===== src/rtl/approx_cpa_pkg.sv =====
// Shared sizing helpers for the segmented carry-propagate adder that resolves
// CSA sum/carry pairs in the approximate multiplier datapath.
package approx_cpa_pkg;

    function automatic int unsigned NSEG(input int unsigned width, input int unsigned seg);
        return width / seg;
    endfunction

    function automatic int unsigned OUT_W(input int unsigned width);
        return width + 2;
    endfunction

endpackage


===== src/rtl/csa_resolve_adder_if.sv =====
// Valid/ready bundle between the CSA array, the resolving adder and its consumer.
interface csa_resolve_adder_if #(
    parameter int unsigned WIDTH = 24
) ();
    logic                                     IN_VALID;
    logic                                     IN_READY;
    logic [WIDTH-1:0]                         S;
    logic [WIDTH-1:0]                         C;
    logic                                     OUT_VALID;
    logic                                     OUT_READY;
    logic [approx_cpa_pkg::OUT_W(WIDTH)-1:0]  OUT_SUM;

    modport master (
        output IN_VALID, S, C, OUT_READY,
        input  IN_READY, OUT_VALID, OUT_SUM
    );

    modport slave (
        input  IN_VALID, S, C, OUT_READY,
        output IN_READY, OUT_VALID, OUT_SUM
    );
endinterface


===== src/rtl/cpa_seg_stage.sv =====
// One SEG-bit slice of the segmented carry-propagate adder: sum = a + b + cin.
module cpa_seg_stage #(
    parameter int unsigned SEG = 8
) (
    input  logic [SEG-1:0] a,
    input  logic [SEG-1:0] b,
    input  logic           cin,
    output logic [SEG-1:0] sum,
    output logic           cout
);
    assign {cout, sum} = {1'b0, a} + {1'b0, b} + {{SEG{1'b0}}, cin};
endmodule


===== src/rtl/csa_resolve_adder.sv =====
// Pipelined resolver for a redundant CSA pair: OUT_SUM = S + 2*C, one SEG-bit
// segment per stage, full-throughput valid/ready with per-stage advance.
module csa_resolve_adder
    import approx_cpa_pkg::*;
#(
    parameter int unsigned WIDTH = 24,
    parameter int unsigned SEG   = 8
) (
    input  logic               CLK,
    input  logic               RST,
    csa_resolve_adder_if.slave bus
);
    localparam int unsigned NS = NSEG(WIDTH, SEG);

    if (WIDTH % SEG != 0) begin : g_bad_seg
        $error("csa_resolve_adder: WIDTH must be a multiple of SEG");
    end

    // Operands shift right by SEG per stage so the next segment is always at
    // bit 0; resolved bits enter at the top of low and shift down likewise.
    typedef struct packed {
        logic             valid;
        logic             carry;
        logic             c_top;
        logic [WIDTH-1:0] low;
        logic [WIDTH-1:0] s_rem;
        logic [WIDTH-1:0] c_rem;
    } stage_t;

    stage_t         q    [NS];
    stage_t         src  [NS];
    stage_t         nxt  [NS];
    logic [SEG-1:0] ssum [NS];
    logic           cout [NS];
    logic [NS-1:0]  v;
    logic [NS-1:0]  adv;

    function automatic stage_t advance(input stage_t s, input logic [SEG-1:0] sum, input logic co);
        stage_t r;
        r       = s;
        r.carry = co;
        r.low   = s.low >> SEG;
        r.low[WIDTH-1 -: SEG] = sum;
        r.s_rem = s.s_rem >> SEG;
        r.c_rem = s.c_rem >> SEG;
        return r;
    endfunction

    for (genvar k = 0; k < NS; k++) begin : g_stage
        if (k == 0) begin : g_head
            // C<<1 drops C[WIDTH-1] out of the segment window; it rides along as c_top.
            assign src[k] = '{valid: bus.IN_VALID, carry: 1'b0, c_top: bus.C[WIDTH-1],
                              low: '0, s_rem: bus.S, c_rem: {bus.C[WIDTH-2:0], 1'b0}};
        end else begin : g_body
            assign src[k] = q[k-1];
        end

        cpa_seg_stage #(.SEG(SEG)) u_seg (
            .a    (src[k].s_rem[SEG-1:0]),
            .b    (src[k].c_rem[SEG-1:0]),
            .cin  (src[k].carry),
            .sum  (ssum[k]),
            .cout (cout[k])
        );

        assign nxt[k] = advance(src[k], ssum[k], cout[k]);
    end

    always_comb begin
        v = '0;
        for (int unsigned k = 0; k < NS; k++) begin
            v[k] = q[k].valid;
        end
    end

    // A stage may load when it or any stage downstream of it has a hole,
    // or when the consumer drains the last stage this cycle.
    always_comb begin
        logic full;
        adv  = '0;
        full = 1'b1;
        for (int unsigned i = 0; i < NS; i++) begin
            full            = full & v[NS-1-i];
            adv[NS-1-i]     = ~full | bus.OUT_READY;
        end
    end

    always_ff @(posedge CLK) begin
        for (int unsigned k = 0; k < NS; k++) begin
            if (RST) begin
                q[k].valid <= 1'b0;
            end else if (adv[k]) begin
                q[k] <= nxt[k];
            end
        end
    end

    assign bus.IN_READY  = adv[0];
    assign bus.OUT_VALID = q[NS-1].valid;
    assign bus.OUT_SUM   = q[NS-1].valid
                         ? {{1'b0, q[NS-1].carry} + {1'b0, q[NS-1].c_top}, q[NS-1].low}
                         : '0;
endmodule


===== src/flat_wrapper.sv =====
// flat-port wrapper written by rule: the top's interface ports become plain ports
module csa_resolve_adder_flat import approx_cpa_pkg::*;
#(
    parameter int unsigned WIDTH = 24,
    parameter int unsigned SEG   = 8
)
  (CLK, RST, bus_IN_VALID, bus_S, bus_C, bus_OUT_READY, bus_IN_READY, bus_OUT_VALID, bus_OUT_SUM);
  csa_resolve_adder_if #(.WIDTH(WIDTH)) bus_i ();
  input  logic CLK;
  input  logic RST;
  input wire logic [$bits(bus_i.IN_VALID)-1:0] bus_IN_VALID;
  input wire logic [$bits(bus_i.S)-1:0] bus_S;
  input wire logic [$bits(bus_i.C)-1:0] bus_C;
  input wire logic [$bits(bus_i.OUT_READY)-1:0] bus_OUT_READY;
  output wire logic [$bits(bus_i.IN_READY)-1:0] bus_IN_READY;
  output wire logic [$bits(bus_i.OUT_VALID)-1:0] bus_OUT_VALID;
  output wire logic [$bits(bus_i.OUT_SUM)-1:0] bus_OUT_SUM;
  assign bus_i.IN_VALID = bus_IN_VALID;
  assign bus_i.S = bus_S;
  assign bus_i.C = bus_C;
  assign bus_i.OUT_READY = bus_OUT_READY;
  assign bus_IN_READY = bus_i.IN_READY;
  assign bus_OUT_VALID = bus_i.OUT_VALID;
  assign bus_OUT_SUM = bus_i.OUT_SUM;
  csa_resolve_adder #(.WIDTH(WIDTH), .SEG(SEG)) u_core (.CLK(CLK), .RST(RST), .bus(bus_i));
endmodule

===== config.mk =====
export PLATFORM = sky130hd
export DESIGN_NAME = csa_resolve_adder_flat
export DESIGN_NICKNAME = d
export VERILOG_FILES = /design/src/rtl/approx_cpa_pkg.sv /design/src/rtl/csa_resolve_adder_if.sv /design/src/rtl/cpa_seg_stage.sv /design/src/rtl/csa_resolve_adder.sv /design/src/flat_wrapper.sv
export SDC_FILE = /design/constraint.sdc
export NUM_CORES = 1
export LEC_CHECK = 0
export CAP_MARGIN = 20
export CORE_MARGIN = 2
export CORE_UTILIZATION = 35
export DETAILED_ROUTE_END_ITERATION = 10
export SYNTH_ARGS = -nofsm -noshare
export SYNTH_HDL_FRONTEND = slang
export SYNTH_SLANG_ARGS = --single-unit

===== constraint.sdc =====
create_clock -name CLK -period 4.31 [get_ports CLK]
set_input_delay 0.431 -clock CLK [delete_from_list [all_inputs] [get_ports CLK]]
set_output_delay 0.431 -clock CLK [all_outputs]
set_load 0.02 [all_outputs]

==> impl_metrics.csv, run 1 <==
group,metric,value,unit
clock_network,clkTransAtPathRegs,0.07,ns
global_routing,globalRouteTotalUtil,10.9,%
clock_network,cts_resized,0,
finish,fin_cells,505,
yosys,synthesis.yosys.warnings,0,
die,die_area,0.0132,mm^2
finish,areaGrowthSynthToFinish,29.9,%
clock_network,ctsHoldBuffers,0,
placed_design,hpwl,4930,um
setup_path,worstSetupPathType,"flip-flop to primary output",
timing,timing.hold.ws,0.418,ns
timing,timing.fmax,379,MHz
routing,wl_per_cell,13.6,um
routing,vias_per_cell,4.64,
die,core,0.0120,mm^2
setup_path,cp-end-kind,"primary output",
placed_design,dp_cells,490,
yosys,syn_inst,264,
timing,slew_headroom,36.8,%
finish,final_util,46.7,%
global_routing,overflow,0,
die,start_util,36.0,%
setup_path,critPathArrivalTime,2.21,ns
yosys,synth.distinct_cells,33,
global_routing,antenna_found_initial,0,
yosys,syn-cell-area,0.00432,mm^2
routing,antenna_left,0,
clock_network,ctsHtreeMaxLevel,3,
hold_path,hp-class,"flip-flop to flip-flop",
setup_path,reg2reg_depth,4,
global_routing,grt_pass1_wl,11000,um
clock_network,cts_tree,"yes",
yosys,synthDominantCellAreaShare,73.0,%
timing,clock_skew,0.00602,ns
hold_path,hp-start,"u_core.q[1][50]$_DFFE_PP_",
finish,drive_gt1_share,5.59,%
global_routing,grt_pass1_vias,2372,
global_routing,grt_max_degree,35,
yosys,synth.top_cells.by_area,"edfxtp_1 (73%), ha_1 (6.4%), and2_1 (4.1%), fa_1 (2.3%), xnor2_1 (2.0%)",
flow_run,drv_cap,0,
yosys,syn_nets,343,
timing,slew_violations,0,
clock_network,cts_made_buffers,9,
yosys,synth_largest_area_cell,"edfxtp_1",
timing,worstMarginPinSlew,0.945,ns
timing,fin_crit,2.64,ns
routing,vias,2343,
hold_path,whs_endpoint,"u_core.q[2][42]$_DFFE_PP_",
finish,fin_nets,433,
yosys,ys_seq_area_share,73.0,%
yosys,avgSynthCellArea,16.4,um^2
timing,rsz0062_at_grt,"no",
yosys,ys_ff_latch,105,
finish,largest_reg_flops,105,
setup_path,r2r-start,"u_core.q[2][58]$_SDFFCE_PN0P_",
die,die_w,115,um
finish,regMostFlops,"u_core.q",
finish,fin_area,0.00561,mm^2
routing,remaining_drc_errors,0,
setup_path,rrSetupSlack,1.69,ns
placed_design,port_buffers,79,
timing,period_share,61.2,%
clock_network,clockBufferDepth,2,
pwr,powerDensity,416,mW/mm^2
placed_design,gp_congestion,0.780,
finish,reg_top3,"u_core.q: 105 flops",
clock_network,clock_latency,0.33,ns
run_status,status,"completed",
timing,finalSetupViolCount,0,
die,die_h,115,um
routing,drtIter0Drc,83,
hold_path,hold_depth,0,
pwr,ir_worst_vdd,0.241,mV
clock_network,clock-sinks,105,
routing,wirelength,6880,um
setup_path,worst_ep_required_time,3.88,ns
routing,firstDrtPassIters,4,
placed_design,dpl_cell_area,0.00532,mm^2
finish,final_cell_mix,"edfxtp_1 (105), clkdlybuf4s50_1 (79), and2_1 (28)",
timing,hold_viol,0,
setup_path,reg2reg_to,"u_core.q[0][2]$_DFFE_PP_",
die,ios,80,
finish,layout_commonest_cell,"edfxtp_1",
finish,fillers,1064,
timing,finalSetupTns,0,ns
die,row_count,40,
clock_network,post_cts_buffers,0,
clock_network,root_buffer,"clkbuf_16",
pwr,power_leakage,2.00,nW
setup_path,cp-start-kind,"flip-flop",
setup_path,critPathMaxFanout,28,
finish,diodes,0,
## cells in the mapped netlist
master     count
and2b_1        1
nand2b_1       2
nor4_1         2
nand2_1        8
inv_1          8
nor2_1         9
xor2_1         3
o31a_1         1
xnor2_1       10
inv_2          1
a21oi_1       16
a311o_1        2
o21ai_0        7
ha_1          22
o21bai_1       3
nand3b_1       1
a211oi_1       1
nor2b_1        5
a221oi_1       1
o21a_1         3
a21o_1         3
nor3b_1        1
a2111oi_0      1
nand3_1        2
mux2i_1        1
and2_4         1
edfxtp_1     105
clkbuf_1       2
o211ai_1       2
fa_1           5
and2_1        28
nor3_1         6
a2bb2oi_1      1
## metrics by stage
| step | power (mW) | worst slack, ns |
|---|---|---|
| final | 2.33 | 1.67 |
| after global routing | 2.44 | 1.41 |
| after CTS | 2.36 | 1.59 |
| after detailed placement | 1.58 | 1.55 |
| after global placement | 1.57 | 1.59 |
| after floorplan | 1.47 | 0.800 |
## power by group
| group | switching, mW | internal (mW) |
|---|---|---|
| Combinational | 0.135 | 0.139 |
| Sequential | 0.0282 | 1.26 |
| Clock | 0.330 | 0.446 |
## worst max-delay path, cell delays in order, from the launching register on
cell	delay, ns
edfxtp_1	0.68
and2b_1	0.32
and2_4	0.20
nand2_1	0.07
clkdlybuf4s50_1	0.60
## layout make-up
type | count | area [um^2] | area share, %
flip-flops and latches | 105 | 3150 | 56.2
multi-input cells | 148 | 1150 | 20.5
clock inverters | 5 | 57.6 | 1.03
repair buffers | 81 | 806 | 14.4
well taps | 147 | 184 | 3.28
clock buffers | 10 | 229 | 4.08
inverters | 9 | 33.8 | 0.602
## layer usage
layer / up-vias / track usage (%) / routed length, um / share of wire [%]
li1: 1166 / - / - / -
met1: 1106 / 12.2 / 2750 / 40
met2: 60 / 20.0 / 3720 / 54
met3: 11 / 2.37 / 272 / 4.0
met4: 0 / 4.34 / 142 / 2.1
met5: - / 0 / 0 / 0
## worst max-delay path by stage
stage                             startpoint                        end  depth (start not counted)  slack [ns]
2_1_floorplan  u_core.q[2][58]$_SDFFCE_PN0P_   u_core.q[0][0]$_DFFE_PP_                          3        0.80
3_3_place_gp                   bus_OUT_READY  u_core.q[0][18]$_DFFE_PP_                          5        1.59
3_5_place_dp                   bus_OUT_READY  u_core.q[0][18]$_DFFE_PP_                          5        1.55
4_1_cts        u_core.q[2][58]$_SDFFCE_PN0P_  u_core.q[0][23]$_DFFE_PP_                          4        1.59
5_1_grt        u_core.q[2][58]$_SDFFCE_PN0P_  u_core.q[0][21]$_DFFE_PP_                          4        1.41
6_report       u_core.q[2][58]$_SDFFCE_PN0P_               bus_IN_READY                          4        1.67
## logic make-up (layout without fill, tap and decap cells)
| family | after synthesis | after routing | share of synthesized area [%] |
|---|---|---|---|
| mux | 1 | 1 | 0.232 |
| buf+inv | 11 | 105 | 0.956 |
| flops | 105 | 105 | 73.0 |
| simple gates | 66 | 66 | 8.49 |
| xor+xnor | 13 | 13 | 2.64 |
| compound gates | 41 | 41 | 6.02 |
| fa+ha+maj | 27 | 27 | 8.69 |
(Power assumes the default switching activity.)
==> run 2: changes to the inputs <==
clock period = 2.62 ns   (was 4.31 ns; I/O delays follow)
==> run 2 against run 1 <==
  * First-iteration DRC count fell by 9.6%
  * Wire length fell by 0.60%
  * Via count rose by 2.0%
  * Utilization rose by 0.64 points
  * Total power rose by 72%
==> impl_metrics.csv, run 2 (synthesized netlist as in run 1, its figures left out) <==
group,metric,value,unit
pwr,powerDensity,706,mW/mm^2
routing,firstDrtPassIters,4,
setup_path,crit_path_start,"u_core.q[1][16]$_DFFE_PP_",
timing,slew_violations,0,
clock_network,cts_made_buffers,9,
finish,fin_nets,438,
placed_design,dpl_cell_area,0.00536,mm^2
routing,drtIter0Drc,75,
finish,diodes,0,
placed_design,port_buffers,79,
die,start_util,36.0,%
die,ios,80,
finish,fin_area,0.00569,mm^2
timing,timing.fmax,479,MHz
setup_path,r2r-start,"u_core.q[1][16]$_DFFE_PP_",
finish,reg_top3,"u_core.q: 105 flops",
clock_network,clock_latency,0.34,ns
hold_path,hold_depth,0,
global_routing,grt.busiest_layer,"met2",
timing,slew_headroom,76.4,%
routing,vias_per_cell,4.68,
setup_path,reg2reg_depth,7,
clock_network,clkTransAtPathRegs,0.08,ns
die,row_count,40,
setup_path,rrSetupSlack,0.53,ns
hold_path,hp-start,"u_core.q[0][49]$_DFFE_PP_",
pwr,power_leakage,2.05,nW
pwr,ir_worst_vdd,0.385,mV
finish,layout_commonest_cell,"edfxtp_1",
global_routing,use_met3,2.06,%
clock_network,ctsHtreeMaxLevel,3,
routing,vias,2391,
routing,wirelength,6840,um
setup_path,cp-start-kind,"flip-flop",
hold_path,hp-class,"flip-flop to flip-flop",
clock_network,ctsHoldBuffers,0,
timing,layout_setup_ws,0.530,ns
placed_design,hpwl,5070,um
clock_network,post_cts_buffers,0,
global_routing,globalRouteTotalUtil,11.0,%
finish,largest_reg_flops,105,
finish,final_util,47.3,%
global_routing,antenna_found_initial,0,
timing,finalSetupViolCount,0,
setup_path,critPathMaxFanout,3,
clock_network,root_buffer,"clkbuf_16",
routing,remaining_drc_errors,0,
die,die_w,115,um
setup_path,worstSetupPathType,"flip-flop to flip-flop",
global_routing,grt_max_degree,30,
setup_path,critPathArrivalTime,2.17,ns
clock_network,cts_resized,0,
timing,hold_viol,0,
timing,timing.hold.ws,0.417,ns
timing,worstMarginPinSlew,0.346,ns
clock_network,clock-sinks,105,
routing,wl_per_cell,13.4,um
timing,rsz0062_at_grt,"no",
setup_path,reg2reg_to,"u_core.q[2][57]$_DFFE_PP_",
die,die_h,115,um
setup_path,cp-end-kind,"flip-flop",
die,die_area,0.0132,mm^2
global_routing,grt_pass1_vias,2354,
placed_design,gp_congestion,0.822,
hold_path,whs_endpoint,"u_core.q[1][41]$_DFFE_PP_",
routing,antenna_left,0,
timing,period_share,79.8,%
finish,areaGrowthSynthToFinish,31.6,%
flow_run,drv_cap,0,
timing,finalSetupTns,0,ns
clock_network,clockBufferDepth,2,
setup_path,worst_ep_required_time,2.70,ns
global_routing,overflow,0,
die,core,0.0120,mm^2
run_status,status,"completed",
finish,regMostFlops,"u_core.q",
global_routing,met1_usage,12.2,%
finish,drive_gt1_share,7.69,%
timing,clock_skew,0.00665,ns
placed_design,pre_cts_ws,0.444,ns
finish,final_cell_mix,"edfxtp_1 (105), clkdlybuf4s50_1 (79), and2_1 (28)",
timing,fin_crit,2.09,ns
global_routing,grt_util_met2,20.4,%
clock_network,cts_tree,"yes",
global_routing,grt_pass1_wl,10900,um
==> run 2: cell types whose count changed in the layout (fill, tap and decap cells not counted), sizes merged <==
cell and change:
buf +5, inv +4, clkinvlp -2, bufinv +1, clkbuf -1, clkinv -1
==> run 2: layout make-up <==
class | instances | area [um^2]
clock inverters | 7 | 100
inverters | 9 | 33.8
multi-input cells | 148 | 1150
clock buffers | 9 | 225
flip-flops and latches | 105 | 3150
repair buffers | 86 | 843
well taps | 147 | 184
fillers | 1078 | 6320
==> run 2: how the worst max path moves through the flow <==
stage                                     end  slack, ns  cells past startpoint
floorplan            u_core.q[0][0]$_DFFE_PP_       0.06                      3
global placement    u_core.q[0][55]$_DFFE_PP_       0.49                      7
detailed placement  u_core.q[0][55]$_DFFE_PP_       0.44                      7
CTS                              bus_IN_READY       0.51                      4
global route        u_core.q[1][57]$_DFFE_PP_       0.39                      6
finish              u_core.q[2][57]$_DFFE_PP_       0.53                      7
==> run 2: per-stage QoR <==
step	power [mW]	cells
2_1_floorplan	2.41	264
3_3_place_gp	2.58	495
3_5_place_dp	2.61	495
4_1_cts	4.06	511
5_1_grt	4.20	511
6_report	4.01	511
==> run 2: metal layers <==
layer	routed length, um	vias to the layer above
met5	0	-
met4	153	0
met3	241	12
met2	3650	55
met1	2800	1142
li1	-	1182
==> run 2: critical path, cell delays in order, from the launching register on <==
cell	delay, ns
edfxtp_1	0.39
fa_1	0.44
inv_1	0.08
fa_1	0.24
nor2b_1	0.08
o31a_1	0.28
o21ai_0	0.22
a21oi_1	0.10
==> run 2: power breakdown <==
group          switching [mW]  total (mW)  internal [mW]
Sequential             0.0429        2.11           2.07
Combinational           0.225       0.457          0.232
Clock                   0.598        1.45          0.850
Total                   0.866        4.01           3.15
==> run 3: changes to the inputs <==
clock period = 2.1 ns   (was 2.62 ns; I/O delays follow)
==> run 3 against run 2 <==
  * Cell area up 0.95%
  * Sequential share of layout area down 0.52 points
  * Global-route usage about the same
  * Sequential power up 25%
  * Utilization up 0.45 points
==> impl_metrics.csv, run 3 (synthesized netlist as in run 1, its figures left out) <==
group,metric,value,unit
timing,period_share,96.9,%
setup_path,worst_ep_required_time,2.19,ns
routing,vias_per_cell,4.65,
hold_path,hp-class,"flip-flop to flip-flop",
timing,slew_violations,0,
timing,finalSetupViolCount,0,
placed_design,pre_cts_ws,-0.0179,ns
setup_path,reg2reg_to,"u_core.q[2][54]$_DFFE_PP_",
timing,layout_setup_ws,0.0646,ns
finish,largest_reg_flops,105,
global_routing,grt_pass1_vias,2359,
routing,wirelength,6820,um
timing,timing.hold.ws,0.418,ns
clock_network,cts_made_buffers,9,
die,start_util,36.0,%
setup_path,cp-end-kind,"flip-flop",
pwr,powerDensity,868,mW/mm^2
clock_network,ctsHoldBuffers,0,
setup_path,rrSetupSlack,0.06,ns
timing,timing.fmax,491,MHz
routing,drtIter0Drc,98,
timing,hold_viol,0,
finish,reg_top3,"u_core.q: 105 flops",
finish,layout_commonest_cell,"edfxtp_1",
hold_path,hp-start,"u_core.q[0][26]$_DFFE_PP_",
clock_network,clockBufferDepth,2,
clock_network,root_buffer,"clkbuf_16",
die,die_area,0.0132,mm^2
hold_path,hold_depth,0,
timing,rsz0062_at_grt,"no",
setup_path,worstSetupPathType,"flip-flop to flip-flop",
global_routing,globalRouteTotalUtil,11.0,%
finish,regMostFlops,"u_core.q",
die,die_w,115,um
timing,clock_skew,0.00691,ns
routing,remaining_drc_errors,0,
die,core,0.0120,mm^2
pwr,ir_worst_vdd,0.506,mV
run_status,status,"completed",
finish,fin_area,0.00574,mm^2
placed_design,gp_congestion,0.816,
finish,fillers,1077,
placed_design,dpl_cell_area,0.00540,mm^2
finish,drive_gt1_share,9.29,%
flow_run,drv_cap,0,
placed_design,dp_cells,497,
die,ios,80,
placed_design,hpwl,5000,um
placed_design,port_buffers,79,
global_routing,grt_max_degree,31,
setup_path,cp-start-kind,"flip-flop",
clock_network,clock-sinks,105,
clock_network,clock_latency,0.34,ns
routing,firstDrtPassIters,4,
timing,worstMarginPinSlew,0.468,ns
routing,vias,2383,
timing,fin_crit,2.04,ns
pwr,power_leakage,2.07,nW
timing,slew_headroom,68.0,%
clock_network,ctsHtreeMaxLevel,3,
setup_path,reg2reg_depth,7,
clock_network,post_cts_buffers,0,
setup_path,r2r-start,"u_core.q[1][16]$_DFFE_PP_",
routing,wl_per_cell,13.3,um
finish,diodes,0,
pwr,total_power,4.98,mW
setup_path,critPathArrivalTime,2.12,ns
clock_network,cts_tree,"yes",
die,die_h,115,um
routing,antenna_left,0,
finish,fin_cells,513,
die,row_count,40,
finish,areaGrowthSynthToFinish,32.9,%
global_routing,antenna_found_initial,0,
clock_network,clkTransAtPathRegs,0.07,ns
hold_path,whs_endpoint,"u_core.q[1][18]$_DFFE_PP_",
global_routing,overflow,0,
global_routing,grt_pass1_wl,10900,um
finish,final_cell_mix,"edfxtp_1 (105), clkdlybuf4s50_1 (79), and2_1 (28)",
finish,fin_nets,440,
setup_path,critPathMaxFanout,3,
==> run 3: changes by cell type in the layout (fill, tap and decap cells not counted), moves of 2 or more <==
cell and change:
buf_12 +2, fa_1 -3, fa_2 +3, inv_6 -2
==> run 3: repair_timing <==
item	CTS	global route
pin swaps	0	0
endpoints found under the setup margin	3	4
gates resized for setup	2	5
==> run 3: how the worst max path moves through the flow <==
stage / start / to / slack (ns)
2_1_floorplan: u_core.q[2][58]$_SDFFCE_PN0P_ / u_core.q[0][0]$_DFFE_PP_ / -0.004
3_3_place_gp: u_core.q[0][16]$_DFFE_PP_ / u_core.q[1][57]$_DFFE_PP_ / 0.05
3_5_place_dp: bus_C[0] / u_core.q[0][55]$_DFFE_PP_ / -0.02
4_1_cts: u_core.q[0][16]$_DFFE_PP_ / u_core.q[1][57]$_DFFE_PP_ / 0.01
5_1_grt: u_core.q[2][58]$_SDFFCE_PN0P_ / bus_IN_READY / 0.007
6_report: u_core.q[1][16]$_DFFE_PP_ / u_core.q[2][54]$_DFFE_PP_ / 0.06
==> run 3: worst max-delay path, cell delays in order, from the launching register on <==
cell       delay [ns]
edfxtp_1         0.40
fa_1             0.45
inv_1            0.09
fa_2             0.22
nor2b_1          0.06
o31a_1           0.31
o21ai_2          0.17
a2bb2oi_1        0.08
==> run 3: stage by stage <==
step	util, %	TNS (ns)
3_3_place_gp	45.0	0
5_1_grt	47.8	0
4_1_cts	47.7	0
2_1_floorplan	-	-0.176
6_report	47.8	0
3_5_place_dp	45.0	-0.0420
==> run 3: per-layer routing <==
| metal | up-vias | global-route usage, % | routed length [um] |
|---|---|---|---|
| met3 | 10 | 3.06 | 292 |
| met1 | 1133 | 12.0 | 2790 |
| met4 | 0 | 5.06 | 147 |
| li1 | 1186 | - | - |
| met2 | 54 | 19.8 | 3590 |
| met5 | - | 0 | 0 |
==> run 3: final cells by class <==
type	count	area, um^2	share of cell area, %
Clock buffer	10	229	3.99
Multi-Input combinational cell	148	1170	20.3
Sequential cell	105	3150	54.9
Tap cell	147	184	3.20
Timing Repair Buffer	88	883	15.4
Inverter	9	33.8	0.588
Clock inverter	6	90.1	1.57
==> run 3: report_power, final <==
group | switching (mW) | total [mW] | internal (mW)
registers | 0.0547 | 2.63 | 2.58
logic | 0.287 | 0.590 | 0.302
clock network | 0.711 | 1.76 | 1.05
total | 1.05 | 4.98 | 3.93
